--- src/rtl/sync_fifo_ctl.sv ---
// Single-clock FIFO controller with arbitrary depth, optional first-word
// fall-through, fill level, almost flags, synchronous flush and sticky errors.
module sync_fifo_ctl #(
  parameter int DEPTH         = 8,
  parameter int WIDTH         = 8,
  parameter bit FWFT          = 1'b0,
  parameter int AFULL_THRESH  = DEPTH - 1,
  parameter int AEMPTY_THRESH = 1
) (
  input  logic                       clk,
  input  logic                       rst_n,
  input  logic                       flush_i,
  input  logic                       wr_en_i,
  input  logic [WIDTH-1:0]           write_data_i,
  input  logic                       rd_en_i,
  output logic [WIDTH-1:0]           read_data_o,
  output logic                       full_o,
  output logic                       empty_o,
  output logic                       almost_full_o,
  output logic                       almost_empty_o,
  output logic [$clog2(DEPTH+1)-1:0] count_o,
  output logic                       overflow_o,
  output logic                       underflow_o
);

  localparam int PW = (DEPTH > 1) ? $clog2(DEPTH) : 1;
  localparam int CW = $clog2(DEPTH + 1);

  typedef logic [PW-1:0] ptr_t;
  typedef logic [CW-1:0] cnt_t;

  // Pointers wrap explicitly so non-power-of-2 depths index correctly.
  function automatic ptr_t ptr_inc(input ptr_t p);
    if (p == ptr_t'(DEPTH - 1)) begin
      return ptr_t'(0);
    end else begin
      return p + ptr_t'(1);
    end
  endfunction

  function automatic logic is_full(input cnt_t c);
    return (c == cnt_t'(DEPTH));
  endfunction

  function automatic logic is_empty(input cnt_t c);
    return (c == cnt_t'(0));
  endfunction

  function automatic logic is_afull(input cnt_t c);
    return (int'(c) >= AFULL_THRESH);
  endfunction

  function automatic logic is_aempty(input cnt_t c);
    return (int'(c) <= AEMPTY_THRESH);
  endfunction

  logic [WIDTH-1:0] mem_r [DEPTH];

  ptr_t wr_ptr_r, wr_ptr_s;
  ptr_t rd_ptr_r, rd_ptr_s;
  cnt_t count_r, count_s;
  logic overflow_r, overflow_s;
  logic underflow_r, underflow_s;
  logic full_r, empty_r, afull_r, aempty_r;
  logic wr_ok_s, rd_ok_s;

  // Next-state for pointers, count and sticky errors; flush overrides requests.
  always_comb begin
    wr_ok_s     = 1'b0;
    rd_ok_s     = 1'b0;
    wr_ptr_s    = wr_ptr_r;
    rd_ptr_s    = rd_ptr_r;
    count_s     = count_r;
    overflow_s  = overflow_r;
    underflow_s = underflow_r;
    if (flush_i) begin
      wr_ptr_s    = ptr_t'(0);
      rd_ptr_s    = ptr_t'(0);
      count_s     = cnt_t'(0);
      overflow_s  = 1'b0;
      underflow_s = 1'b0;
    end else begin
      wr_ok_s = wr_en_i && !full_r;
      rd_ok_s = rd_en_i && !empty_r;
      if (wr_ok_s) begin
        wr_ptr_s = ptr_inc(wr_ptr_r);
      end else begin
        wr_ptr_s = wr_ptr_r;
      end
      if (rd_ok_s) begin
        rd_ptr_s = ptr_inc(rd_ptr_r);
      end else begin
        rd_ptr_s = rd_ptr_r;
      end
      case ({wr_ok_s, rd_ok_s})
        2'b10:   count_s = count_r + cnt_t'(1);
        2'b01:   count_s = count_r - cnt_t'(1);
        default: count_s = count_r;
      endcase
      overflow_s  = overflow_r | (wr_en_i & full_r);
      underflow_s = underflow_r | (rd_en_i & empty_r);
    end
  end

  // Control state and status flags, flags decoded from the next count.
  always_ff @(posedge clk or negedge rst_n) begin
    if (!rst_n) begin
      wr_ptr_r    <= ptr_t'(0);
      rd_ptr_r    <= ptr_t'(0);
      count_r     <= cnt_t'(0);
      overflow_r  <= 1'b0;
      underflow_r <= 1'b0;
      full_r      <= is_full(cnt_t'(0));
      empty_r     <= is_empty(cnt_t'(0));
      afull_r     <= is_afull(cnt_t'(0));
      aempty_r    <= is_aempty(cnt_t'(0));
    end else begin
      wr_ptr_r    <= wr_ptr_s;
      rd_ptr_r    <= rd_ptr_s;
      count_r     <= count_s;
      overflow_r  <= overflow_s;
      underflow_r <= underflow_s;
      full_r      <= is_full(count_s);
      empty_r     <= is_empty(count_s);
      afull_r     <= is_afull(count_s);
      aempty_r    <= is_aempty(count_s);
    end
  end

  // Storage array, intentionally not reset.
  always_ff @(posedge clk) begin
    if (wr_ok_s) begin
      mem_r[wr_ptr_r] <= write_data_i;
    end
  end

  generate
    if (FWFT) begin : g_fwft
      assign read_data_o = mem_r[rd_ptr_r];
    end else begin : g_reg
      logic [WIDTH-1:0] rd_data_r;

      // Registered read port: loads on an accepted pop, otherwise holds.
      always_ff @(posedge clk or negedge rst_n) begin
        if (!rst_n) begin
          rd_data_r <= '0;
        end else if (flush_i) begin
          rd_data_r <= '0;
        end else if (rd_ok_s) begin
          rd_data_r <= mem_r[rd_ptr_r];
        end
      end

      assign read_data_o = rd_data_r;
    end
  endgenerate

  assign full_o         = full_r;
  assign empty_o        = empty_r;
  assign almost_full_o  = afull_r;
  assign almost_empty_o = aempty_r;
  assign count_o        = count_r;
  assign overflow_o     = overflow_r;
  assign underflow_o    = underflow_r;

endmodule
--- config.mk ---
export PLATFORM = sky130hd
export DESIGN_NAME = sync_fifo_ctl
export DESIGN_NICKNAME = d
export VERILOG_FILES = /design/src/rtl/sync_fifo_ctl.sv
export SDC_FILE = /design/constraint.sdc
export NUM_CORES = 1
export LEC_CHECK = 0
export CELL_PAD_IN_SITES_DETAIL_PLACEMENT = 2
export CELL_PAD_IN_SITES_GLOBAL_PLACEMENT = 2
export CORE_AREA = 2 2 107 109
export DETAILED_ROUTE_END_ITERATION = 10
export DIE_AREA = 0 0 109 111
export GPL_TIMING_DRIVEN = 0
export PLACE_DENSITY_LB_ADDON = 0.1
export SYNTH_ARGS = -nofsm -noshare
export SYNTH_HDL_FRONTEND = slang
export SYNTH_SLANG_ARGS = --single-unit
export TNS_END_PERCENT = 5
--- constraint.sdc ---
create_clock -name clk -period 3.3 [get_ports clk]
set_input_delay 0.99 -clock clk [delete_from_list [all_inputs] [get_ports clk]]
set_output_delay 0.99 -clock clk [all_outputs]
set_load 0.05 [all_outputs]
# After elaboration in Yosys (flattened, before gate mapping)
# Memories as Yosys holds them, arrays and structs flattened.
# Cells that the tools add are included.
# totals
regBits	24
ram_bits	64
input_bits	13
out_inout_bits	18
word_cells	50
mem_count	1
# classes
n_addsub	4
n_lt_le_gt_ge	2
n_eq_ne	5
n_mux	16
n_bitwise	4
reduce_logical	8
# memory_table
memory	depth	width	read_ports	rd_clocked_by_memory_dff	wr	line	source
mem_r	8	8	1	0	1	57	logic [WIDTH-1:0] mem_r [DEPTH];
# op_table
operator	n
$mux W3	6
$mux W8	2
$pmux W4 S2	1
$add A3 B1 Y3 const B	2
$eq A3 B3 Y1 const B	2
$mux W1	6
$reduce_bool A2 Y1	3
$add A4 B1 Y4 const B	1
$eq A4 B4 Y1 const B	1
$ge A4 B3 Y1 const B	1
$le A4 B1 Y1 const B	1
$logic_not A4 Y1	1
$mux W4	1
$sub A4 B1 Y4 const B	1
$and A1 B1 Y1	2
$eq A2 B1 Y1 const B	1
$eq A2 B2 Y1 const B	1
$logic_and A1 B1 Y1	2
$logic_not A1 Y1	2
$or A1 B1 Y1	2

# Longest topological paths before layout
# Gate-level depths: netlist (run 1).
# depth
depth_word	6
ltp_mapped	12
depth_no_buf	10

# Worst setup path after synthesis (run 1)
# OpenSTA, ideal clock, no wires.
# synth_path
path_type	in2reg
start	in rd_en_i
end	reg afull_r, in the netlist almost_full_o
setup_time_ps	67
arrival_time_ps	2948
required_ps	3233
path_slack_ps	285
stages	12
path_buffers	3
cell_sequence	nand2b_4 -> buf_6 -> inv_2 -> clkbuf_1 -> buf_2 -> ha_1 -> a21oi_1 -> o22ai_1 -> a21oi_2 -> or4_1 -> nand4_1 -> a311o_1
# synth_via
elab_chain_cells	5
elab_cells_between_ends	6
cone_classes	order compare (1); eq/ne (2); mux (2); reduce/logical (1)
# synth_lines
item	line	source
start, declared	15	input logic rd_en_i,
$logic_and A1 B1 Y1 *	84	rd_ok_s = rd_en_i && !empty_r;
$eq A2 B1 Y1 / $eq A2 B2 Y1 (equally long branches)	95	case ({wr_ok_s, rd_ok_s})
$pmux W4 S2 *	95	
$mux W4 *	76	if (flush_i) begin
named net count_s[3]	61	cnt_t count_r, count_s;
$ge A4 B3 Y1 *	50	return (int'(c) >= AFULL_THRESH);
end signal, assigned	115	afull_r <= is_afull(cnt_t'(0));
end signal, assigned	125	afull_r <= is_afull(count_s);
end, declared	64	logic full_r, empty_r, afull_r, aempty_r;
# The timed path passes the listed nets; every way through them passes the cells marked *.
# A chain may end at the register's enable or synchronous reset.

# Worst setup path after layout (run 1)
# layout_path
start	in wr_en_i
end	mem mem_r[6][3] (enable)
# layout_via
elab_chain_cells	4
# layout_lines
item	line	source
start, declared	13	input logic wr_en_i,
$logic_and A1 B1 Y1	83	wr_ok_s = wr_en_i && !full_r;
$mux W1	76	
$mux W1	132	if (wr_ok_s) begin
$mux W1 (implied by the code)	133	mem_r[wr_ptr_r] <= write_data_i;
end, declared	57	
# No other way between the ends.

==> results of run 1 <==
-- state kept, by name, indices dropped and copies added (netlist names) --
name / count
mem_r: 64
empty_o: 1
almost_full_o: 1
underflow_o: 1
almost_empty_o: 1
rd_ptr_r: 3
count_o: 4
overflow_o: 1
read_data_o: 8
full_o: 1
wr_ptr_r: 3
-- logic make-up after synthesis --
logic type	synth area share
AOI/OAI and AO/OA	0.05843
adders and majority gates	0.02003
DFF	0.6738
buffers and inverters	0.02604
and+or+nand+nor	0.08982
xor gates and xnor gates	0.01169
muxes	0.1202
-- cell type report --
type	instances	area, um2	share of cell area
flip-flops and latches	88	2525	0.5561
clock inverters	6	66.31	0.01460
well taps	143	178.9	0.03940
clock buffers	10	229.0	0.05043
repair buffers	29	290.3	0.06393
inverters	5	21.27	0.004684
plain buffers	13	76.32	0.01681
multi-input cells	132	1154	0.2541
-- metrics by stage --
| stage | instance area (um2) | total power, mW | TNS, ns |
|---|---|---|---|
| after floorplan | 3747 | 1.874 | 0 |
| after global placement | 4217 | 2.118 | -16.02 |
| after detailed placement | 4227 | 2.130 | -9.636 |
| after CTS | 4538 | 3.178 | 0 |
| after global routing | 4541 | 3.288 | 0 |
| final | 4541 | 3.131 | 0 |
-- critical path, stage by stage --
cell,delay (ns)
clkdlybuf4s50_1,0.49
nor2b_4,0.15
buf_6,0.15
inv_4,0.08
or3_1,0.40
nor2_1,0.80
-- cells in the mapped netlist (all sizes together) (2+ instances only) --
master  instances  share of area
dfstp           2          0.014
mux2i           9          0.024
dfrtp          22           0.15
ha              6          0.020
nand3b          3         0.0060
or3             2         0.0033
nand2          14          0.014
xnor2           4         0.0093
a31oi           3         0.0090
o21bai          2         0.0040
clkbuf          6         0.0060
a21oi          13          0.018
edfxtp         64           0.51
nor2           25          0.025
inv             5         0.0057
buf             8          0.014
nor2b           3         0.0070
mux4           16          0.096
nor3            8          0.011
a211oi          8          0.016
nand2b          4         0.0087
-- how the worst min path moves through the flow --
stage	start	to	slack (ns)	depth (start not counted)
3_5_place_dp	overflow_o	overflow_o	0.50	2
2_1_floorplan	wr_ptr_r[0]	wr_ptr_r[0]	0.55	2
3_3_place_gp	underflow_o	underflow_o	0.48	2
4_1_cts	overflow_o	overflow_o	0.52	2
5_1_grt	overflow_o	overflow_o	0.56	2
6_report	overflow_o	overflow_o	0.51	2
-- where the power goes --
part / total, mW / internal [mW] / switching, mW
logic: 0.776 / 0.300 / 0.476
registers: 1.33 / 1.27 / 0.0630
clock network: 1.03 / 0.591 / 0.434
-- what timing repair did --
action / CTS / global route
pin swaps: 0 / 0
hold endpoints to repair: 0 / 0
gates cloned: 0 / 0
gates resized for setup: 6 / 1
setup endpoints to repair: 7 / 4
-- routing by layer --
| layer | wire length (um) | GRT usage | vias up |
|---|---|---|---|
| li1 | - | - | 990 |
| met1 | 3892 | 0.2058 | 1136 |
| met2 | 4475 | 0.2766 | 36 |
| met3 | 252 | 0.03351 | 7 |
| met4 | 103 | 0.04359 | 0 |
| met5 | 0 | 0 | - |
==> metrics.yaml, run 1 <==
status: "finished clean"
gp_congestion: 0.6843
critical_path_class: "in2reg"
die_height_um: 111
grt_pass1_vias: 2467
final_cell_mix: "edfxtp_1 (64), clkdlybuf4s50_1 (29), nor2_1 (25)"
dr.pass1.iters: 4
startpoint_type: "input port"
drc: 0
syn_avg_cell_area_um2: 15.68
grt_pass1_wl_um: 14280
required_ns: 3.26
reg2regPathDepth: 11
initial_core_util: 0.3383
finalWorstSetupSlack_ns: 0.1860
portBuffers: 29
fin_crit_sh: 0.9436
finalCriticalPeriod_ns: 3.114
die_x_um: 109
cts_tree: "done"
p_leak_nw: 1.555
htreeDepth: 3
grtUsageTotal: 0.1615
startpoint: "wr_en_i"
ir_drop_v: 0.0003871
via_per_inst: 5.092
netlist_instances: 239
r2r_end: "almost_full_o"
drive_above_1_share: 0.1837
synth_cell_types: 42
cp-endpoint: "mem_r[6][3]"
root_buffer: "clkbuf_16"
finish.utilization: 0.4099
fin_nets: 297
arrival_ns: 3.07
final_hold_viol_count: 0
wl_per_cell_um: 20.48
gr-total-overflow: 0
ys_seq_elements: 88
hold_slack_ns: 0.5053
cts_inserted_buffers: 9
drv_cap: 0
num_vias: 2169
drt_iter0_markers: 107
diodes: 0
timing.rr.start: "empty_o"
rows: 39
worst_pin_slew_ns: 1.191
fin_cells: 426
ant_nets: 0
rsz0062_at_grt: "no"
finalWirelength_um: 8724
syn-num-nets: 258
io_pins: 31
area_growth_pct: 21.17
antenna_found_initial: 0
synthesis.area_mm2: 0.003747
pre_cts_ws_ns: -0.7972
critPathMaxFanout: 10
dieArea_mm2: 0.01210
power_density_mw_per_mm2: 689.6
slew_headroom: 0.2036
slew_viol_final: 0
cts_buffer_depth: 2
postSynth.asyncResetShare: 0.2727
final_common_cell: "edfxtp_1"
crit_path_end_kind: "flip-flop"
synth_edf_count: 64
max_freq_mhz: 321.1
yosys_most_used_dff: "edfxtp_1"
fillerInstances: 1090
reg2reg_slack_ns: 0.80
clock_latency_ns: 0.33
ys_seq_area_frac: 0.6738
yosysWarnings: 0
place_inst: 411
clkSinkCount: 88
holdBufCountCts: 0
hold_class: "reg2reg"
path_clk_slew_ns: 0.06
setup_viol_count_final: 0
dp_hpwl_um: 5751
post_cts_buffers: 0
grt_max_degree: 25
finClkSkew_ns: 0.004597
core_mm2: 0.01108
No activity file was read; power rests on OpenSTA's default activity.
==> inputs of run 2 (changes only) <==
Settings changed: ABC_AREA set to 1, CELL_PAD_IN_SITES_DETAIL_PLACEMENT 2 to 0, CELL_PAD_IN_SITES_GLOBAL_PLACEMENT 2 to 1, CORE_AREA 2 2 107 109 to 2 2 106 108, DIE_AREA 0 0 109 111 to 0 0 108 110.
==> metrics.yaml, run 2 <==
die_x_um: 108  # -0.92%
wl_per_cell_um: 16.78  # -18%
grt_pass1_wl_um: 13290  # -7.0%
antenna_found_initial: 0  # unchanged
finClkSkew_ns: 0.01526  # +0.01066 ns
ys_seq_area_frac: 0.6866  # +0.01284
regArea_mm2: 0.002525  # unchanged
worst_path_largest_cell_delay_ns: 0.82  # +0.02 ns
drv_cap: 0  # unchanged
setup_viol_count_final: 0  # unchanged
gr-total-overflow: 0  # unchanged
rsz0062_at_grt: "no"
num_vias: 2429  # +12%
largest_reg_flops: 64  # unchanged
regMostFlops: "mem_r"
die_height_um: 110  # -0.90%
syn-num-nets: 329  # +28%
crit_chain: "clkdlybuf4s50_1"
htreeDepth: 3  # unchanged
hold_class: "reg2reg"
cp_top_family: "buffers and inverters"
postLayoutCellArea_mm2: 0.004344  # -4.3%
yosys.area.top_type: "edfxtp_1"
rows: 38  # -2.6%
slew_viol_final: 0  # unchanged
timing.rr.start: "full_o"
portBuffers: 29  # unchanged
syn_avg_cell_area_um2: 11.86  # -24%
dp_hpwl_um: 5627  # -2.2%
drt_iter0_markers: 109  # +1.9%
hold_end: "underflow_o"
finalWorstSetupSlack_ns: 0.5176  # +0.3316 ns
fin_crit_sh: 0.8432  # -0.1005
power_density_mw_per_mm2: 703.4  # +2.0%
cp_num_buf_inv: 1  # -2
ir_drop_v: 0.0002705  # -30%
yosysWarnings: 0  # unchanged
cts-resized-gates: 0  # -6
crit_path_end_kind: "output pin"
reg2regPathDepth: 5  # -6
ant_nets: 0  # unchanged
via_per_inst: 4.897  # -3.8%
postSynth.asyncResetShare: 0.2727  # unchanged
multi_input_area_mm2: 0.001023  # -11%
p_total_mw: 3.056  # -2.4%
dr.pass1.iters: 7  # +3
initial_core_util: 0.3437  # +0.005439
critPathMaxFanout: 3  # -7
synth_edf_count: 64  # unchanged
r2r_end: "mem_r[7][6]"
fin_nets: 370  # +25%
status: "finished clean"
core_mm2: 0.01070  # -3.4%
cts_inserted_buffers: 9  # unchanged
cts_buffer_depth: 2  # unchanged
path_clk_slew_ns: 0.10  # +0.04 ns
cts_tree: "done"
timing.setup.tns_ns: 0  # unchanged
detailed_place.area_mm2: 0.004148  # -1.9%
fillerInstances: 1046  # -4.0%
synthTopCellsByCount: "edfxtp_1 (64), nor2_1 (52), o21ai_0 (38), nand2_1 (28), dfrtp_1 (22)"
worst_pin_slew_ns: 1.139  # -0.05215 ns
io_pins: 31  # unchanged
slew_headroom: 0.2384  # +0.03488
min_path_cells: 2  # unchanged
final_hold_viol_count: 0  # unchanged
synth_area_leaders: "edfxtp_1 (52%), dfrtp_1 (15%), nor2_1 (5.3%)"
clock_latency_ns: 0.36  # +0.03 ns
yosysTopAreaCellShare: 0.5226  # +0.009772
root_buffer: "clkbuf_8"
final_cell_mix: "edfxtp_1 (64), nor2_1 (52), o21ai_0 (38)"
holdBufCountCts: 0  # unchanged
drc: 0  # unchanged
grt_max_degree: 25  # unchanged
dieArea_mm2: 0.01188  # -1.8%
p_leak_nw: 1.622  # +4.3%
diodes: 0  # unchanged
post_cts_buffers: 0  # unchanged
critical_path_class: "reg2out"
synth_cell_types: 27  # -36%
synthesis.area_mm2: 0.003677  # -1.9%
arrival_ns: 1.79  # -1.28 ns
clkSinkCount: 88  # unchanged
gp_congestion: 0.7427  # +8.5%
grt_pass1_vias: 2440  # -1.1%
grtUsageTotal: 0.1538  # -0.007689
reg2reg_slack_ns: 1.22  # +0.42 ns
drive_above_1_share: 0.1152  # -0.06858
finalCriticalPeriod_ns: 2.782  # -0.3316 ns
max_freq_mhz: 359.4  # +12%
area_growth_pct: 18.14
final_common_cell: "edfxtp_1"
yosysMostFrequentCell: "edfxtp_1"
ys_seq_elements: 88  # unchanged
hold_start: "underflow_o"
finalWirelength_um: 8324  # -4.6%
crit_slowest_cell: "clkdlybuf4s50_1"
pre_cts_ws_ns: -0.3279  # +0.4693 ns
required_ns: 2.31  # -0.95 ns
startpoint_type: "flip-flop"
netlist_instances: 310  # +30%
yosys_most_used_dff: "edfxtp_1"
[run 2: cell count changes after synthesis, moves of 9 or more]
| cell | change |
|---|---|
| inv_1 | +14 |
| mux2i_1 | -9 |
| mux4_2 | -16 |
| nand2_1 | +14 |
| nand3_1 | +12 |
| nor2_1 | +27 |
| o21ai_0 | +38 |
[run 2: metrics by stage]
stage	hold WS (ns)	util	std cells
after floorplan	0.5567	-	310
after global placement	0.4842	0.3873	479
after detailed placement	0.4832	0.3877	480
after CTS	0.5068	0.4056	496
after global routing	0.5574	0.4061	496
final	0.5012	0.4061	496
[run 2: layout make-up]
| class | count | share of cell area |
|---|---|---|
| repair buffers | 30 | 0.06797 |
| plain buffers | 14 | 0.01267 |
| clock inverters | 7 | 0.01555 |
| well taps | 140 | 0.04032 |
| multi-input cells | 187 | 0.2356 |
| inverters | 21 | 0.01815 |
| clock buffers | 9 | 0.02851 |
| flip-flops and latches | 88 | 0.5812 |
[run 2: worst max-delay path by stage]
| stage | end | cells after the start | from | slack (ns) |
|---|---|---|---|---|
| finish | empty_o | 1 | empty_o | 0.52 |
| global route | mem_r[7][5] | 5 | wr_en_i | 0.34 |
| CTS | mem_r[1][5] | 5 | wr_en_i | 0.07 |
| detailed placement | mem_r[1][2] | 5 | wr_en_i | -0.33 |
| global placement | mem_r[0][3] | 5 | wr_en_i | -0.29 |
| floorplan | mem_r[0][0] | 4 | flush_i | 0.80 |
[run 2: kinds of logic after synthesis]
| kind of cell | Yosys count | share of synthesized area |
|---|---|---|
| AND/OR/NAND/NOR | 112 | 0.1439 |
| flip-flops | 88 | 0.6866 |
| AO/OA/AOI/OAI | 68 | 0.1102 |
| buffers and inverters | 35 | 0.03640 |
| adder cells (fa/ha/maj) | 6 | 0.02041 |
| XOR/XNOR | 1 | 0.002382 |
[run 2: per-layer routing]
layer	global-route usage	wire length, um	up-vias
met4	0.05678	37	0
met1	0.2173	4170	1200
li1	-	-	1180
met3	0.03586	388	2
met2	0.2323	3728	47
met5	0	0	-
[run 2: where the power goes]
| part | total (mW) | switching [mW] | leakage [nW] | internal (mW) |
|---|---|---|---|---|
| registers | 1.37 | 0.0774 | 0.894 | 1.29 |
| clock network | 0.729 | 0.433 | 0.0962 | 0.296 |
| logic | 0.957 | 0.661 | 0.632 | 0.295 |
[run 2: tightest hold or removal path: stages, from the launching register on]
cell and delay, ns:
dfrtp_1 0.35, a21oi_1 0.04, nor2_1 0.07
==> inputs of run 3 (changes only) <==
Clock period 3.3 ns to 2.6 ns, I/O delays scaled along.
==> metrics.yaml, run 3 (synthesis results as in run 2) <==
portBuffers: 29  # unchanged
ant_nets: 0  # unchanged
crit_chain: "clkdlybuf4s50_1 -> nand2_2 -> nor2_1 -> nand2_1 -> nor3_1 -> buf_2"
grt_pass1_vias: 2437  # -0.12%
critPathMaxFanout: 6  # +3
internal-power_mw: 2.390  # +27%
p_comb_frac: 0.313  # about the same
drive_above_1_share: 0.1180  # +0.002809
setup_viol_count_final: 0  # unchanged
drc: 0  # unchanged
regMostFlops: "mem_r"
crit_slowest_cell: "clkdlybuf4s50_1"
dieArea_mm2: 0.01188  # unchanged
diodes: 0  # unchanged
max_freq_mhz: 397.6
grtUsageTotal: 0.1539  # about the same
via_per_inst: 4.913  # +0.33%
clock_latency_ns: 0.37  # about the same
crit_path_end_kind: "flip-flop"
grt_max_degree: 25  # unchanged
finalCriticalPeriod_ns: 2.515
arrival_ns: 2.58  # +0.79 ns
detailed_place.area_mm2: 0.004148  # unchanged
area_growth_pct: 18.27
startpoint_type: "input port"
drv_cap: 0  # unchanged
cts_buffer_depth: 2  # unchanged
cts_tree: "done"
finalWorstSetupSlack_ns: 0.08508  # -0.4325 ns
status: "finished clean"
final_common_cell: "edfxtp_1"
antenna_found_initial: 0  # unchanged
wl_per_cell_um: 16.76  # -0.11%
ir_drop_v: 0.0003414  # +26%
p_switching_mw: 1.491  # +27%
die_x_um: 108  # unchanged
rows: 38  # unchanged
grt_pass1_wl_um: 13300  # about the same
pre_cts_ws_ns: -0.8179  # -0.4900 ns
hold_slack_ns: 0.5004  # -0.0007350 ns
gr-total-overflow: 0  # unchanged
clkPwrFrac: 0.240  # about the same
cp_num_buf_inv: 2  # +1
worst_pin_slew_ns: 1.136  # -0.002451 ns
final_cell_mix: "edfxtp_1 (64), nor2_1 (51), o21ai_0 (38)"
htreeDepth: 3  # unchanged
dr.pass1.iters: 7  # unchanged
power_density_mw_per_mm2: 892.4  # +27%
largest_reg_flops: 64  # unchanged
clkSinkCount: 88  # unchanged
power_frac_seq: 0.447  # about the same
die_height_um: 110  # unchanged
root_buffer: "clkbuf_8"
dp_hpwl_um: 5627  # unchanged
fin_crit_sh: 0.9673
fin_nets: 370  # unchanged
worst_path_largest_cell_delay_ns: 0.49  # -0.33 ns
drt_iter0_markers: 104  # -4.6%
required_ns: 2.66  # +0.35 ns
rsz0062_at_grt: "yes"
postLayoutCellArea_mm2: 0.004349  # +0.12%
initial_core_util: 0.3437  # unchanged
cp_top_family: "simple AND/OR/NAND/NOR gates"
finish.utilization: 0.4066  # +0.0004680
hold_class: "reg2reg"
slew_viol_final: 0  # unchanged
fillerInstances: 1043  # -0.29%
critical_path_class: "in2reg"
io_pins: 31  # unchanged
gp_congestion: 0.7427  # unchanged
p_leak_nw: 1.634  # +0.72%
slew_headroom: 0.2401  # +0.001639
finClkSkew_ns: 0.01501  # -0.0002551 ns
final_hold_viol_count: 0  # unchanged
p_sw_frac: 0.3843  # +0.0006917
cts_inserted_buffers: 9  # unchanged
num_vias: 2437  # +0.33%
core_mm2: 0.01070  # unchanged
path_clk_slew_ns: 0.10  # about the same
finalWirelength_um: 8315  # -0.11%
post_cts_buffers: 0  # unchanged
[run 3: layout make-up]
cell class / instances / area (um2) / share of cell area
buffer: 14 / 55.05 / 0.01266
clock buffer: 9 / 123.9 / 0.02848
clock inverter: 7 / 67.56 / 0.01554
inverter: 21 / 78.83 / 0.01812
multi-input combinational: 187 / 1026 / 0.2359
sequential: 88 / 2525 / 0.5806
tap: 140 / 175.2 / 0.04028
timing repair buffer: 30 / 297.8 / 0.06847
[run 3: repair_timing]
| item | 4_1_cts | 5_1_grt |
|---|---|---|
| gates cloned | 0 | 0 |
| endpoints found under the setup margin | 8 | 63 |
| hold buffers | 0 | 0 |
| hold endpoints to repair | 0 | 0 |
| gates resized for setup | 1 | 2 |
[run 3: final timing paths]
check	start	end	slack (ns)	cells after the start
min in group asynchronous	rst_n	overflow_o	1.02	1
min	underflow_o	underflow_o	0.50	2
max reg2reg	full_o	mem_r[0][5]	0.55	6
max in group asynchronous	rst_n	count_o[1]	0.90	1
min reg2reg	underflow_o	underflow_o	0.50	2
max	wr_en_i	mem_r[0][5]	0.09	6
[run 3: through the flow]
stage	power, mW	instances	TNS (ns)
after CTS	3.920	496	0
after global placement	2.994	479	-27.33
after detailed placement	2.994	480	-24.63
after floorplan	2.586	310	0
after global routing	4.093	496	-3.033
final	3.881	496	0
[run 3: power groups by stage]
stage / combinational, mW / clock (mW) / sequential, mW
floorplan: 0.540 / 0 / 2.05
global placement: 1.23 / 0 / 1.77
detailed placement: 1.22 / 0 / 1.77
CTS: 1.23 / 0.954 / 1.74
global route: 1.33 / 1.00 / 1.76
finish: 1.21 / 0.930 / 1.74
[run 3: worst min-delay path, stage by stage, from the launching register on]
cell,delay [ns]
dfrtp_1,0.35
a21oi_1,0.04
nor2_1,0.07
[run 3: metal layers]
layer	vias to the layer above	wire (um)	track usage
met3	5	386	0.03586
met2	43	3684	0.2323
li1	1180	-	-
met4	0	63	0.05678
met1	1209	4181	0.2177
met5	-	0	0
